## src/rtl/demux_pkg.sv

```systemverilog
// Shared definitions for the 1-to-2 stream demultiplexer.
//   state_t : packet-lock FSM encoding (IDLE, LOCK_A, LOCK_B)
//   SEL_A   : in_sel value that routes to port A
//   SEL_B   : in_sel value that routes to port B
//   COUNT_W : width of the optional per-port beat counters
package demux_pkg;

  typedef enum logic [1:0] {
    IDLE   = 2'd0,
    LOCK_A = 2'd1,
    LOCK_B = 2'd2
  } state_t;

  localparam logic SEL_A   = 1'b0;
  localparam logic SEL_B   = 1'b1;
  localparam int   COUNT_W = 16;

endpackage

```

## src/rtl/stream_out_reg.sv

```systemverilog
// One-entry output register for a single demux port (valid, data, last).
// Ports:
//   clk, rst   : clock, synchronous active-high reset
//   i_load     : upstream beat accepted for this port this cycle
//   i_data     : payload to capture on i_load
//   i_last     : last flag to capture on i_load
//   i_ready    : downstream sink ready
//   o_valid    : beat present towards the sink
//   o_data     : held payload
//   o_last     : held last flag
//   o_free     : register can take a beat this cycle (empty or draining)
module stream_out_reg #(
  parameter int DATA_W = 8
) (
  input  logic              clk,
  input  logic              rst,
  input  logic              i_load,
  input  logic [DATA_W-1:0] i_data,
  input  logic              i_last,
  input  logic              i_ready,
  output logic              o_valid,
  output logic [DATA_W-1:0] o_data,
  output logic              o_last,
  output logic              o_free
);

  logic              r_valid;
  logic [DATA_W-1:0] r_data;
  logic              r_last;

  // A load during a draining cycle reloads the register so o_valid stays high.
  always_ff @(posedge clk) begin
    if (rst) begin
      r_valid <= 1'b0;
      r_data  <= '0;
      r_last  <= 1'b0;
    end else if (i_load) begin
      r_valid <= 1'b1;
      r_data  <= i_data;
      r_last  <= i_last;
    end else if (i_ready) begin
      r_valid <= 1'b0;
    end
  end

  assign o_valid = r_valid;
  assign o_data  = r_data;
  assign o_last  = r_last;
  assign o_free  = !r_valid || i_ready;

endmodule

```

## src/rtl/demux_1to2_stream.sv

```systemverilog
// Packet-aware 1-to-2 stream demultiplexer. The first beat of a packet picks
// the destination from in_sel; the rest of the packet follows it regardless
// of in_sel. Each output port has its own one-entry register, so an idle
// port drains independently of the other.
// Ports:
//   clk, rst                  : clock, synchronous active-high reset
//   in_valid/in_ready         : upstream handshake
//   in_data/in_last/in_sel    : upstream payload, end-of-packet, destination
//   a_valid/a_ready/a_data/a_last : port A stream
//   b_valid/b_ready/b_data/b_last : port B stream
//   a_count/b_count           : beats delivered per port (wrapping, 16 bit),
//                               present only when DEMUX_COUNT_EN is defined
// Build option: define DEMUX_COUNT_EN to add the per-port beat counters.
module demux_1to2_stream
  import demux_pkg::*;
#(
  parameter int DATA_W = 8
) (
  input  logic              clk,
  input  logic              rst,
  input  logic              in_valid,
  output logic              in_ready,
  input  logic [DATA_W-1:0] in_data,
  input  logic              in_last,
  input  logic              in_sel,
  output logic              a_valid,
  input  logic              a_ready,
  output logic [DATA_W-1:0] a_data,
  output logic              a_last,
  output logic              b_valid,
  input  logic              b_ready,
  output logic [DATA_W-1:0] b_data,
  output logic              b_last
`ifdef DEMUX_COUNT_EN
  ,
  output logic [COUNT_W-1:0] a_count,
  output logic [COUNT_W-1:0] b_count
`endif
);

  state_t r_state;
  state_t w_state_nxt;
  logic   w_target;
  logic   w_accept;
  logic   w_a_free;
  logic   w_b_free;
  logic   w_load_a;
  logic   w_load_b;

  always_ff @(posedge clk) begin
    if (rst) r_state <= IDLE;
    else     r_state <= w_state_nxt;
  end

  always_comb begin
    w_state_nxt = r_state;
    w_target    = in_sel;
    case (r_state)
      IDLE: begin
        w_target = in_sel;
        if (w_accept && !in_last)
          w_state_nxt = (in_sel == SEL_B) ? LOCK_B : LOCK_A;
      end
      LOCK_A: begin
        w_target = SEL_A;
        if (w_accept && in_last) w_state_nxt = IDLE;
      end
      LOCK_B: begin
        w_target = SEL_B;
        if (w_accept && in_last) w_state_nxt = IDLE;
      end
      default: begin
        w_state_nxt = IDLE;
      end
    endcase
  end

  // Ready follows only the target register; gated low while reset is held.
  assign in_ready = !rst && ((w_target == SEL_B) ? w_b_free : w_a_free);
  assign w_accept = in_valid && in_ready;
  assign w_load_a = w_accept && (w_target == SEL_A);
  assign w_load_b = w_accept && (w_target == SEL_B);

  stream_out_reg #(.DATA_W(DATA_W)) u_reg_a (
    .clk     (clk),
    .rst     (rst),
    .i_load  (w_load_a),
    .i_data  (in_data),
    .i_last  (in_last),
    .i_ready (a_ready),
    .o_valid (a_valid),
    .o_data  (a_data),
    .o_last  (a_last),
    .o_free  (w_a_free)
  );

  stream_out_reg #(.DATA_W(DATA_W)) u_reg_b (
    .clk     (clk),
    .rst     (rst),
    .i_load  (w_load_b),
    .i_data  (in_data),
    .i_last  (in_last),
    .i_ready (b_ready),
    .o_valid (b_valid),
    .o_data  (b_data),
    .o_last  (b_last),
    .o_free  (w_b_free)
  );

`ifdef DEMUX_COUNT_EN
  logic [COUNT_W-1:0] r_a_count;
  logic [COUNT_W-1:0] r_b_count;

  always_ff @(posedge clk) begin
    if (rst) begin
      r_a_count <= '0;
      r_b_count <= '0;
    end else begin
      if (a_valid && a_ready) r_a_count <= r_a_count + 1'b1;
      if (b_valid && b_ready) r_b_count <= r_b_count + 1'b1;
    end
  end

  assign a_count = r_a_count;
  assign b_count = r_b_count;
`endif

endmodule
```

## config.mk

```make
export PLATFORM = sky130hd
export DESIGN_NAME = demux_1to2_stream
export DESIGN_NICKNAME = d
export VERILOG_FILES = /design/src/rtl/demux_pkg.sv /design/src/rtl/stream_out_reg.sv /design/src/rtl/demux_1to2_stream.sv
export SDC_FILE = /design/constraint.sdc
export NUM_CORES = 1
export LEC_CHECK = 0
export ABC_AREA = 1
export CAP_MARGIN = 20
export CORE_UTILIZATION = 37
export CTS_BUF_LIST = sky130_fd_sc_hd__clkbuf_16
export DETAILED_ROUTE_END_ITERATION = 10
export GPL_TIMING_DRIVEN = 0
export PLACE_DENSITY = 0.76
export RECOVER_POWER = 100
export REMOVE_ABC_BUFFERS = 1
export SLEW_MARGIN = 25
export SYNTH_ARGS = -nofsm -noshare
export SYNTH_HDL_FRONTEND = slang
export SYNTH_SLANG_ARGS = --single-unit
```

## constraint.sdc

```tcl
create_clock -name clk -period 4.8 [get_ports clk]
set_clock_uncertainty 0.15 [all_clocks]
set_input_delay 0.96 -clock clk [delete_from_list [all_inputs] [get_ports clk]]
set_output_delay 0.96 -clock clk [all_outputs]
set_load 0.005 [all_outputs]
```

# After elaboration in Yosys (flattened, before gate mapping)
# Index checks and enable logic that the tools add are counted.
word_totals:
  inputBits: 15
  word_cells: 39
  output_inout_bits: 21
  regBits: 22
classes:
  reduce_logical: 17
  bitwise: 1
  mux: 10
  n_eq_ne: 4
ops:
  columns: ["operator", "count"]
  rows:
  - ["$logic_and 1x1->1", 6]
  - ["$mux 2", 3]
  - ["$mux 1", 5]
  - ["$logic_not 1->1", 4]
  - ["$pmux 2 s2", 1]
  - ["$reduce_bool 2->1", 2]
  - ["$eq 2x1->1 const B", 1]
  - ["$eq 2x2->1 const B", 1]
  - ["$logic_not 2->1", 1]
  - ["$logic_or 1x1->1", 2]
  - ["$ne 2x1->1 const B", 1]
  - ["$ne 2x2->1 const B", 1]
  - ["$pmux 1 s2", 1]
  - ["$reduce_and 2->1", 1]
  - ["$reduce_or 2->1", 1]
  - ["$not 1->1", 1]

# Depth between registers and ports, before layout
logic_depth:
  ltp_word: 8
  mapped_depth: 11
  mapped_depth_nobuf: 11

# Cells and area by module
# From an unflattened synthesis, not the netlist that was laid out.
hier_totals:
  hier_cells: 122
  area_unflattened_um2: 912.1
modules_own_cells:
  columns: ["module", "area_per_inst_um2", "n_inst", "cells_each"]
  rows:
  - ["stream_out_reg", 352.8, 2, 43]
  - ["demux_1to2_stream", 206.4, 1, 36]

# Worst setup path after synthesis
# Ideal clock, no wire load.
synth_timing:
  path_kind: "input to output"
  startpoint: "input in_sel"
  endpoint: "output in_ready"
  setup_slack_ns: 2.137
  path_buffers: 1
  arrival_time_ns: 1.553
  path_stages: 5
  required_ns: 3.690
  path_cell_list: "nand2_2 nand2_2 a21oi_2 and2_4 buf_6"
synth_via:
  elab_chain_cells: 3
synth_rtl:
  columns: ["element", "line_no", "rtl"]
  rows:
  - ["from (decl)", "demux_1to2_stream.sv:25", "input logic in_sel,"]
  - ["$pmux 1 s2", "demux_1to2_stream.sv:58", "case (r_state)"]
  - ["$mux 1", "demux_1to2_stream.sv:79", "assign in_ready = !rst && ((w_target == SEL_B) ? w_b_free : w_a_free);"]
  - ["$logic_and 1x1->1", "demux_1to2_stream.sv:79", null]
  - ["to (decl)", "demux_1to2_stream.sv:22", "output logic in_ready,"]
# Every way passes these cells.

# Worst setup path after layout
layout_timing:
  startpoint: "input rst"
  endpoint: "output in_ready"
layout_via:
  elab_chain_cells: 2
layout_rtl:
  columns: ["element", "line_no", "rtl"]
  rows:
  - ["from (decl)", "demux_1to2_stream.sv:20", "input logic rst,"]
  - ["$logic_not 1->1", "demux_1to2_stream.sv:79", null]
  - ["$logic_and 1x1->1", "demux_1to2_stream.sv:79", null]
# Every way passes these cells.

==> flow_summary_export.csv <==
group,metric,value,unit
clock_network,post_cts_resized,0,
clock_network,cts_made_buffers,3,
floorplan,ios,36,
logic_synthesis,synth.area.top_cells,"dfxtp_1 47%, nor2_1 9.3%, nand4_1 8.1%",
layout,diodes,0,
logic_synthesis,synth_cell_type_count,19,
logic_synthesis,ys_seq_area_frac,0.474,
clock_network,worstSkewPairLatency,0.25,ns
hold_path,hold_path_depth,2,
worst_setup_path,cp_top_family,"buffers and inverters",
sta,fin_crit,3.91,ns
drt,drc_errors,0,
sta,setup_viol,0,
hold_path,worstHoldStart,"u_reg_a.o_data[2]",
sta,max-slew-margin-rel,0.677,
clock_network,cts.sinks,22,
worst_setup_path,cp_common_cell,"dlygate4sd3_1",
worst_setup_path,ff2ff_setup_slack,2.56,ns
sta,tns,0,ns
layout,layout-drive-gt1-share,0.0519,
hold_path,hp-class,"flop to flop",
pwr,power-per-cell-area,461,mW/mm^2
logic_synthesis,synth_most_common_cell,"nor2_1",
sta,slew_viol_final,0,
clock_network,tritoncts,"yes",
layout,fin_util,0.599,
worst_setup_path,arrival,2.80,ns
logic_synthesis,syn-cell-area,930,sq um
global_route,grt_pass1_vias,868,
worst_setup_path,worst-path-max-fanout,13,
logic_synthesis,synthFlopType,"dfxtp_1",
worst_setup_path,slowest_stage,"dlygate4sd3_1",
worst_setup_path,cp.required,3.69,ns
drt,vias,894,
place,pre_cts_ws,1.01,ns
sta,finalHoldViolCount,0,
place,dp_hpwl,1620,microns
worst_setup_path,crit_cells,4,
outcome,outcome,"finished, final reports clean",
logic_synthesis,syn_avg_cell_area,7.81,sq um
drt,ant_nets,0,
worst_setup_path,cpPeakStageDelay,0.72,ns
place,gp_congestion,0.726,
clock_network,root_buffer,"clkbuf_16",
global_route,grt_pass1_wl,3580,microns
worst_setup_path,worst-path-buf-inv,2,
layout,area_growth,47.9,%
worst_setup_path,crit_chain,"dlygate4sd3_1, a21oi_1, and2_4, dlygate4sd3_1",
logic_synthesis,synthCells,119,
clock_network,post_cts_buffers,0,
pwr,worst_ir_drop_vdd,0.000280,V
worst_setup_path,r2r_cells,9,
logic_synthesis,synth_top_cell_area_share,0.474,
global_route,grt_overflow,0,
sta,setup_ws,0.886,ns
place,io_buffers,35,
worst_setup_path,crit_type,"primary input to output pin",
drt,drt-pass1-iter-count,4,
clock_network,hold_buffers,0,
drt,wl_per_cell,11.9,microns
drt,viasPerCell,4.91,
layout,fill_cells,203,
floorplan,die_area,0.00272,sq mm
logic_synthesis,synth_edf_count,0,
floorplan,coreArea,0.00230,sq mm
logic_synthesis,synth_warnings,0,
logic_synthesis,synth_seq_cells,22,
sta,rsz0062_at_grt,"no",
drt,drt-total-wl,2160,microns
sta,worst_pin_slew,0.483,ns
worst_setup_path,crit_path_start_kind,"primary input",
worst_setup_path,worstReg2RegStart,"r_state[0]",
global_route,antenna_found_initial,0,
pwr,power.leakage,0.000586,uW
floorplan,row_count,17,
layout,final_net_count,172,
sta,fin_crit_sh,0.815,
floorplan,die_h,52.1,microns
floorplan,start_util,0.405,
logic_synthesis,yosys.area.top_type,"dfxtp_1",
global_route,grt_max_degree,14,
global_route,grt_use_total,0.185,
worst_setup_path,worstSetupEndpointType,"output pin",
flow_run,maxCapViolCount,0,
sta,max_freq,255,MHz
logic_synthesis,async_flop_share,0,
drt,drt-initial-drc-count,11,
clock_network,cts.htree.levels,1,
logic_synthesis,synth_common_cells,"23 x nor2_1, 22 x dfxtp_1, 17 x nand2_1, 12 x a21oi_1, 12 x nand4_1",
hold_path,hold_end,"u_reg_a.o_data[2]",
clock_network,clkSlewWorstSetupHoldPaths,0.06,ns
floorplan,die_w,52.1,microns
clock_network,clockBufferDepth,2,
worst_setup_path,rr_endpoint,"u_reg_b.o_data[4]",
worst reg2reg max path: stages, from the launching register on:
cell     delay, ns
dfxtp_1       0.34
inv_1         0.06
ha_1          0.32
nand2_1       0.10
nand2_2       0.08
a21oi_1       0.21
and2_4        0.26
nand3_1       0.28
o21ai_0       0.29
nor2_1        0.06
report_power, final:
| group | internal, uW | switching, uW |
|---|---|---|
| Sequential | 209 | 13.2 |
| Clock | 166 | 65.5 |
| Combinational | 79.0 | 101 |
| Total | 454 | 180 |
final cells by class:
cell class	count	area (sq um)	share of cell area
Inverter	10	42.5	0.0309
Sequential cell	22	440	0.320
Clock inverter	1	30.0	0.0218
Clock buffer	3	75.1	0.0546
Tap cell	28	35.0	0.0255
Multi-Input combinational cell	83	402	0.292
Timing Repair Buffer	35	350	0.255
cell usage in the layout, fill, tap and decap left out:
cell type / count
dlygate4sd3_1: 22
nand4_1: 12
clkinv_4: 1
clkbuf_16: 3
clkdlybuf4s50_1: 13
o21ai_0: 9
ha_1: 2
nor2_1: 23
bufinv_16: 1
nand2_1: 17
and2_4: 1
dfxtp_1: 22
nand3_1: 4
a21oi_1: 13
inv_1: 8
clkinv_1: 1
nand2_2: 2
stage by stage:
step / instance area (sq um) / total power [uW] / hold slack (ns) / cells
final: 1380 / 634 / 0.310 / 182
after global routing: 1380 / 670 / 0.344 / 182
after CTS: 1400 / 654 / 0.318 / 182
after detailed placement: 1290 / 419 / 0.305 / 178
after global placement: 1290 / 409 / 0.301 / 178
after floorplan: 906 / 341 / 0.301 / 115
worst max path at each step:
stage	startpoint	endpoint	slack [ns]
floorplan	in_sel	in_ready	2.22
global placement	rst	in_ready	1.02
detailed placement	rst	in_ready	1.01
CTS	rst	in_ready	1.00
global route	rst	in_ready	0.75
finish	rst	in_ready	0.89
kinds of logic after synthesis:
| kind of cell | after synthesis | synth area share |
|---|---|---|
| flip-flops | 22 | 0.474 |
| AO/OA/AOI/OAI | 22 | 0.122 |
| buffers and inverters | 14 | 0.0713 |
| AND/OR/NAND/NOR | 59 | 0.306 |
| adder cells (fa/ha/maj) | 2 | 0.0269 |
state kept, by name, indices dropped and copies added (netlist names):
signal           count
u_reg_b.o_valid      1
r_state              2
u_reg_b.o_data       8
u_reg_a.o_valid      1
u_reg_a.o_data       8
u_reg_a.o_last       1
u_reg_b.o_last       1
per-layer routing:
metal | vias up | wire length (microns) | part of all wire | global-route usage
met5 | - | 0 | 0 | 0
met4 | 0 | 55 | 0.025 | 0.122
met3 | 5 | 107 | 0.049 | 0.0526
met2 | 30 | 1020 | 0.47 | 0.314
met1 | 394 | 979 | 0.45 | 0.196
li1 | 465 | - | - | -
Power figures use the tool's default switching activity.
